## config.mk

```make
export PLATFORM = sky130hd
export DESIGN_NAME = prisoner_seeker
export DESIGN_NICKNAME = d
export VERILOG_FILES = /design/src/rtl/prisoner_pkg.sv /design/src/rtl/prisoner_seeker.sv
export SDC_FILE = /design/constraint.sdc
export NUM_CORES = 1
export LEC_CHECK = 0
export ABC_CLOCK_PERIOD_IN_PS = 3790
export CORE_MARGIN = 3
export CORE_UTILIZATION = 35
export CTS_CLUSTER_DIAMETER = 150
export CTS_CLUSTER_SIZE = 16
export DETAILED_ROUTE_END_ITERATION = 7
export PLACE_DENSITY = 0.68
export SKIP_CTS_REPAIR_TIMING = 1
export SKIP_LAST_GASP = 1
export SLEW_MARGIN = 0
export SYNTH_ARGS = -nofsm -noshare
export SYNTH_HDL_FRONTEND = slang
export SYNTH_SLANG_ARGS = --single-unit
```

## constraint.sdc

```tcl
create_clock -name clk -period 3.79 [get_ports clk]
set_input_delay 0.5685 -clock clk [delete_from_list [all_inputs] [get_ports clk]]
set_output_delay 0.5685 -clock clk [all_outputs]
set_load 0.1 [all_outputs]
```

## src/rtl/prisoner_pkg.sv

```systemverilog
// Shared definitions for the prisoner/box subsystem. The seeker, the box
// array and the loader all import this package.
//   DEF_N_BOXES / DEF_MAX_OPENS : default box count and opening budget
//   GUARD_KEY                   : guard key constant used by the loader
//   box_idx_t                   : 8-bit box / prisoner index
//   seeker_state_t              : seeker FSM state encoding
package prisoner_pkg;

  localparam int unsigned DEF_N_BOXES   = 100;
  localparam int unsigned DEF_MAX_OPENS = 50;

  localparam logic [31:0] GUARD_KEY = 32'hDEADBEEF;

  typedef logic [7:0] box_idx_t;

  typedef enum logic [1:0] {
    IDLE    = 2'b00,
    ISSUE   = 2'b01,
    CAPTURE = 2'b10,
    DONE    = 2'b11
  } seeker_state_t;

endpackage

```

## src/rtl/prisoner_seeker.sv

```systemverilog
// Prisoner seeker: follows the box chain starting at box[prisoner_id] until
// the prisoner's own number is found, the opening budget runs out, or an
// illegal box content is seen. Every opening is a read strobe cycle (ISSUE)
// followed by a compare cycle (CAPTURE) on the registered box content.
//   clk, rst     : clock, synchronous active-low reset
//   start        : search request, sampled only in IDLE
//   prisoner_id  : number sought, captured on an accepted start
//   box_sel      : index of the box being opened (drives external read mux)
//   box_rd_en    : one-cycle read strobe to the box array
//   box_data     : registered box content, valid in the cycle after box_rd_en
//   busy         : accepted start through the done cycle, inclusive
//   done         : single-cycle completion pulse
//   found        : search succeeded, held until the next accepted start
//   error        : illegal id or box content, held until the next accepted start
//   opens_used   : boxes opened in the last search, held likewise
module prisoner_seeker
  import prisoner_pkg::*;
#(
  parameter int unsigned N_BOXES   = DEF_N_BOXES,
  parameter int unsigned MAX_OPENS = DEF_MAX_OPENS
) (
  input  logic       clk,
  input  logic       rst,
  input  logic       start,
  input  logic [7:0] prisoner_id,
  output logic [7:0] box_sel,
  output logic       box_rd_en,
  input  logic [7:0] box_data,
  output logic       busy,
  output logic       done,
  output logic       found,
  output logic       error,
  output logic [7:0] opens_used
);

  localparam box_idx_t N_LIM   = box_idx_t'(N_BOXES);
  localparam box_idx_t MAX_LIM = box_idx_t'(MAX_OPENS);

  seeker_state_t state;
  box_idx_t      target;

  // All outputs are registered; box_rd_en is raised on the edge that enters
  // ISSUE so it is high exactly for the ISSUE cycle.
  always_ff @(posedge clk) begin
    if (!rst) begin
      state      <= IDLE;
      target     <= '0;
      box_sel    <= '0;
      box_rd_en  <= 1'b0;
      busy       <= 1'b0;
      done       <= 1'b0;
      found      <= 1'b0;
      error      <= 1'b0;
      opens_used <= '0;
    end else begin
      box_rd_en <= 1'b0;
      done      <= 1'b0;
      unique case (state)
        IDLE: begin
          if (start) begin
            busy       <= 1'b1;
            found      <= 1'b0;
            error      <= 1'b0;
            opens_used <= '0;
            if (prisoner_id < N_LIM) begin
              target    <= prisoner_id;
              box_sel   <= prisoner_id;
              box_rd_en <= 1'b1;
              state     <= ISSUE;
            end else begin
              error <= 1'b1;
              done  <= 1'b1;
              state <= DONE;
            end
          end
        end
        ISSUE: begin
          opens_used <= opens_used + 8'd1;
          state      <= CAPTURE;
        end
        CAPTURE: begin
          // Rule order matters: bad content wins over a match, and a match
          // on the last allowed opening still counts as found.
          if (box_data >= N_LIM) begin
            error <= 1'b1;
            done  <= 1'b1;
            state <= DONE;
          end else if (box_data == target) begin
            found <= 1'b1;
            done  <= 1'b1;
            state <= DONE;
          end else if (opens_used == MAX_LIM) begin
            found <= 1'b0;
            done  <= 1'b1;
            state <= DONE;
          end else begin
            box_sel   <= box_data;
            box_rd_en <= 1'b1;
            state     <= ISSUE;
          end
        end
        DONE: begin
          busy  <= 1'b0;
          state <= IDLE;
        end
      endcase
    end
  end

endmodule

```

==> impl_metrics.ini, run 1 <==
[placed_design]
placement.io_buffers = 39
detailedPlace.worstSlack_ns = 1.22
post_dp_hpwl_mm = 2.78
gp_congestion = 0.839
placed_cells_incl_taps = 247

[cells_and_area]
final_cell_count_no_fill = 253
multiInputGateArea_um2 = 870
sequential_cell_area_um2 = 621
fillCellCount = 409
antenna_cells = 0
flow.area_growth_from_synthesis_pct = 29.5
nets = 225
layout-drive-gt1-share = 0.113

[drt]
routed_length_per_placed_instance_um = 14.7
routed_wirelength_mm = 3.72
first_pass_iters = 4
via_per_inst = 5.15
vias_after_detailed_routing = 1303
drt-initial-drc-count = 127
final_antenna_net_count = 0
post-route-drc-count = 0

[global_routing]
grt_remaining_overflow = 0
grt_first_pass_wirelength_mm = 6.02
grt_antenna_before_repair = 0
gr-usage-all-layers = 0.148
largest_net_degree_at_the_start_of_global_routing = 28
number_of_global_route_vias_before_repair = 1224

[sta]
layout_worst_path_cycle_share = 0.672
hold_ws_ns = 0.482
finalWorstPathRequiredPeriod_ns = 2.55
fmax_ghz = 0.393
finClkSkew_ns = 0.00348
setup_viol = 0
timing_worst_slew_pin_value_ns = 0.973
slew_headroom = 0.350
tns_setup_ns = 0
final-max-slew-violation-count = 0
hold_viol = 0
grt_setup_unrepaired = no
postLayoutSetupSlackWorst_ns = 1.24

[pwr]
seq_power_share = 0.422
comb_power_share = 0.317
power_report.internal_total_mw = 0.555
power_leakage_nw = 0.683
p_per_area_mw_per_mm2 = 427
design_power_total_mw = 0.869
power.switching_mw = 0.313
vdd.ir_drop.worst_uv = 150
p_sw_frac = 0.360
clock_power_share = 0.261

[floorplanning]
fp.dieH_um = 73.0
die_x_um = 73.0
num_rows = 23
dieArea_mm2 = 0.00533
number_of_top_level_design_ports = 40
core_region_area_mm2 = 0.00417
starting_density_of_the_core = 0.377

[clock_network]
clock_tree_from_tritoncts = yes
cts_max_path_buffers = 2
worst_skew_pair.late_latency_ns = 0.28
cts-root-buf = sky130_fd_sc_hd__clkbuf_8
clkSlewWorstSetupHoldPaths_ns = 0.06
cts_made_buffers = 5
cts_max_level = 2
numClockSinks = 31

[logic_synthesis]
synth_warnings = 0
async_reset_ff_frac = 0
flip_flop_and_latch_count_after_synthesis = 31
netlist-cell-type-count = 39
synth_seq_area_share = 0.395
mappedNetlistNets = 186
synthesized_area_per_cell_um2 = 9.52
synth_edf_count = 0
synthCells = 165
post_synth_instance_area_mm2 = 0.00157
dominantRegCellSynth = sky130_fd_sc_hd__dfxtp_1

[critical_path]
largest_fanout_on_the_critical_path = 9
worst_setup_path_end_kind = output port
worst_ep_required_time_ns = 3.22
worstPathArrival_ns = 1.98
cpMaxStageDelayCell = sky130_fd_sc_hd__clkdlybuf4s50_1
critPathLaunchType = register
cp_cell_sequence = clkdlybuf4s50_1
cpPeakStageDelay_ns = 1.20
critPathKind = register to output port
critical_path.n_buffers_inverters = 1
critical_path.top_delay_family = buffers and inverters

[hold_path]
worst_hold_path_type = register to register

[job]
drv_cap = 0

[outcome]
run_status = finished, final reports clean
layer usage:
metal,routed length [um],vias up,share of wire,track usage
met1,1690,592,0.45,0.191
li1,-,673,-,-
met2,1750,34,0.47,0.220
met3,229,4,0.062,0.0537
met5,0,-,0,0
met4,54,0,0.015,0.0635
placed cells by master, fill, tap and decap left out, types with 2 or more instances in the layout:
cell / instances
sky130_fd_sc_hd__clkbuf_8: 5
sky130_fd_sc_hd__nand2_1: 8
sky130_fd_sc_hd__a211oi_2: 7
sky130_fd_sc_hd__o21ai_0: 2
sky130_fd_sc_hd__clkdlybuf4s50_1: 39
sky130_fd_sc_hd__nor3b_1: 2
sky130_fd_sc_hd__nor2_1: 27
sky130_fd_sc_hd__nand2b_1: 3
sky130_fd_sc_hd__and3_1: 2
sky130_fd_sc_hd__a31oi_1: 4
sky130_fd_sc_hd__o41ai_1: 2
sky130_fd_sc_hd__mux2i_1: 14
sky130_fd_sc_hd__ha_1: 2
sky130_fd_sc_hd__xnor2_1: 8
sky130_fd_sc_hd__inv_1: 2
sky130_fd_sc_hd__nand3_1: 3
sky130_fd_sc_hd__dfxtp_1: 31
sky130_fd_sc_hd__a21oi_1: 13
sky130_fd_sc_hd__nor4_1: 2
sky130_fd_sc_hd__nand4_1: 4
sky130_fd_sc_hd__mux2_2: 5
logic make-up (layout without fill, tap and decap cells):
group / count (synthesis) / in the layout / share of synthesized area
simple gates: 60 / 60 / 0.197
compound gates: 34 / 34 / 0.171
flops: 31 / 31 / 0.395
mux: 19 / 19 / 0.125
buf+inv: 11 / 49 / 0.0517
xor+xnor: 8 / 8 / 0.0446
fa+ha+maj: 2 / 2 / 0.0159
cell type report:
type,instances,share of cell area
Sequential cell,31,0.305
Multi-Input combinational cell,123,0.427
Tap cell,50,0.0308
Clock buffer,6,0.0357
Timing Repair Buffer,40,0.196
Inverter,3,0.00554
through the flow:
step / cell area, um^2 / util
CTS: 2030 / 0.488
global route: 2030 / 0.488
finish: 2030 / 0.488
global placement: 1960 / 0.470
floorplan: 1570 / -
detailed placement: 1960 / 0.470
worst register-to-register path: cells and delay by family (launching register included):
kind | cells | cell delay, ns
DFF | 1 | 0.43
and+or+nand+nor | 2 | 0.85
AOI/OAI and AO/OA | 3 | 0.57
sequential cells by signal (all words and copies together), names as in the netlist:
name	count
found	1
busy	1
opens_used	8
state	2
box_sel	8
error	1
done	1
box_rd_en	1
target	8
power by group through the flow:
stage | clock, mW | sequential (mW) | combinational (mW)
after global placement | 0 | 0.374 | 0.273
after detailed placement | 0 | 0.373 | 0.275
final | 0.227 | 0.366 | 0.275
after CTS | 0.234 | 0.366 | 0.276
after global routing | 0.252 | 0.369 | 0.289
after floorplan | 0 | 0.474 | 0.113
cell usage after synthesis, types with 2 or more instances:
library cell	number	area, um^2
sky130_fd_sc_hd__a211oi_2	7	87.6
sky130_fd_sc_hd__mux2_2	5	56.3
sky130_fd_sc_hd__inv_1	2	7.51
sky130_fd_sc_hd__a31oi_1	4	25.0
sky130_fd_sc_hd__nand2_1	8	30.0
sky130_fd_sc_hd__ha_1	2	25.0
sky130_fd_sc_hd__nor4_1	2	12.5
sky130_fd_sc_hd__nor3b_1	2	15.0
sky130_fd_sc_hd__o41ai_1	2	17.5
sky130_fd_sc_hd__nor2_1	27	101
sky130_fd_sc_hd__nand4_1	4	25.0
sky130_fd_sc_hd__buf_6	3	33.8
sky130_fd_sc_hd__nand3_1	3	15.0
sky130_fd_sc_hd__mux2i_1	14	140
sky130_fd_sc_hd__o21ai_0	2	10.0
sky130_fd_sc_hd__dfxtp_1	31	621
sky130_fd_sc_hd__and3_1	2	12.5
sky130_fd_sc_hd__nand2b_1	3	18.8
sky130_fd_sc_hd__a21oi_1	13	65.1
sky130_fd_sc_hd__xnor2_1	8	70.1
sky130_fd_sc_hd__clkbuf_1	3	11.3
final timing paths:
kind / start / to / slack (ns) / cells after the start
worst max-delay path: opens_used[2]$_SDFFE_PN0P_ / opens_used[2] / 1.24 / 1
worst min-delay path: box_sel[7]$_SDFFE_PN0P_ / box_sel[7]$_SDFFE_PN0P_ / 0.48 / 1
worst max register to register: state[1]$_SDFFE_PN0N_ / box_sel[5]$_SDFFE_PN0P_ / 1.81 / 5
worst min register to register: box_sel[7]$_SDFFE_PN0P_ / box_sel[7]$_SDFFE_PN0P_ / 0.48 / 1
(Power assumes the default switching activity.)
==> inputs of run 2 (changes only) <==
ABC_CLOCK_PERIOD_IN_PS = 2300   (was 3790)
PLACE_DENSITY = 0.71   (was 0.68)
clock period = 2.3 ns   (was 3.79 ns; I/O delays follow)
==> impl_metrics.ini, run 2 (synthesis gave the netlist of run 1 again) <==
[placed_design]
gp_congestion = 0.799
placement.io_buffers = 39
placed_cells_incl_taps = 253
detailedPlace.worstSlack_ns = 0.0773
post_dp_hpwl_mm = 2.73

[sta]
postLayoutSetupSlackWorst_ns = 0.364
fmax_ghz = 0.516
slew_headroom = 0.649
grt_setup_unrepaired = no
finClkSkew_ns = 0.00580
tns_setup_ns = 0
layout_worst_path_cycle_share = 0.842
final-max-slew-violation-count = 0
hold_viol = 0
timing_worst_slew_pin_value_ns = 0.523
setup_viol = 0
finalWorstPathRequiredPeriod_ns = 1.94

[cells_and_area]
nets = 231
flow.area_growth_from_synthesis_pct = 30.1
antenna_cells = 0
layout.cells.most_common = sky130_fd_sc_hd__dfxtp_1
reg_top3 = box_sel x8, opens_used x8, target x8
layout.cells.most_common_list = sky130_fd_sc_hd__dfxtp_1 (29), sky130_fd_sc_hd__buf_4 (28), sky130_fd_sc_hd__nor2_1 (27), sky130_fd_sc_hd__clkdlybuf4s50_1 (18), sky130_fd_sc_hd__mux2i_1 (14)
final_cell_count_no_fill = 260
layout-drive-gt1-share = 0.257

[critical_path]
worst_r2r_src = state[1]$_SDFFE_PN0N_
cpMaxStageDelayCell = sky130_fd_sc_hd__clkdlybuf4s50_1
critPathLaunchType = primary input
cp_cell_sequence = clkdlybuf4s50_1 -> o311a_1 -> o31ai_4 -> o31a_1 -> buf_4 -> a21oi_1 -> a211oi_2
worst_ep_required_time_ns = 2.50
largest_fanout_on_the_critical_path = 7
worst_setup_path_end_kind = register
critPathKind = primary input to register
crit_start = box_data[2]
worstPathArrival_ns = 2.14
cpPeakStageDelay_ns = 0.46

[floorplanning]
core_region_area_mm2 = 0.00417
die_x_um = 73.0
number_of_top_level_design_ports = 40
starting_density_of_the_core = 0.377
dieArea_mm2 = 0.00533
fp.dieH_um = 73.0
num_rows = 23

[clock_network]
clkSlewWorstSetupHoldPaths_ns = 0.06
clock_tree_from_tritoncts = yes
numClockSinks = 31
cts_max_level = 2
cts-root-buf = sky130_fd_sc_hd__clkbuf_8
cts_max_path_buffers = 2
cts_made_buffers = 5
worst_skew_pair.late_latency_ns = 0.28

[hold_path]
worst_hold_path_type = register to register
hold_path.startpoint = box_sel[7]$_SDFFE_PN0P_

[drt]
first_pass_iters = 4
drt-initial-drc-count = 62
routed_wirelength_mm = 3.70
post-route-drc-count = 0
via_per_inst = 5.13
final_antenna_net_count = 0
vias_after_detailed_routing = 1335
routed_length_per_placed_instance_um = 14.2

[outcome]
run_status = finished, final reports clean

[global_routing]
largest_net_degree_at_the_start_of_global_routing = 15
gr-usage-all-layers = 0.148
grt_first_pass_wirelength_mm = 6.05
grt_antenna_before_repair = 0
number_of_global_route_vias_before_repair = 1263
grt_remaining_overflow = 0

[job]
drv_cap = 0

[pwr]
p_per_area_mw_per_mm2 = 730
power_leakage_nw = 0.762
vdd.ir_drop.worst_uv = 299
-- run 2: power by group --
part / switching, mW / internal [mW] / total (mW)
Combinational: 0.313 / 0.147 / 0.460
Sequential: 0.0307 / 0.572 / 0.603
Clock: 0.195 / 0.234 / 0.429
Total: 0.539 / 0.953 / 1.49
-- run 2: metal layers --
layer	vias to the layer above	GRT usage	part of all wire
met5	-	0	0
met4	0	0.0717	0.025
met3	9	0.0468	0.042
met2	27	0.220	0.44
met1	617	0.193	0.49
li1	682	-	-
-- run 2: worst max-delay path: cells and delay by family --
family	cells	cell delay (ns)
AOI/OAI and AO/OA	5	1.18
buffers and inverters	2	0.62
-- run 2: final timing paths --
path | to | slack, ns | depth (start not counted)
max | box_sel[5]$_SDFFE_PN0P_ | 0.36 | 7
min | box_sel[7]$_SDFFE_PN0P_ | 0.49 | 1
max reg2reg | box_sel[5]$_SDFFE_PN0P_ | 0.49 | 6
min reg2reg | box_sel[7]$_SDFFE_PN0P_ | 0.49 | 1
-- run 2: stage by stage --
stage               power, mW  utilization  hold WS, ns  instance area (um^2)
detailed placement       1.07        0.469        0.483                  1960
CTS                      1.51        0.490        0.492                  2040
global route             1.56        0.490        0.501                  2040
global placement         1.07        0.469        0.466                  1960
finish                   1.49        0.490        0.489                  2040
floorplan               0.967            -        0.461                  1570
-- run 2: final cells by class --
type,count,area (um^2)
fillers,392,2130
multi-input cells,123,870
flip-flops and latches,31,623
repair buffers,46,390
clock buffers,6,82.6
well taps,50,62.6
inverters,3,11.3
clock inverters,1,5.00
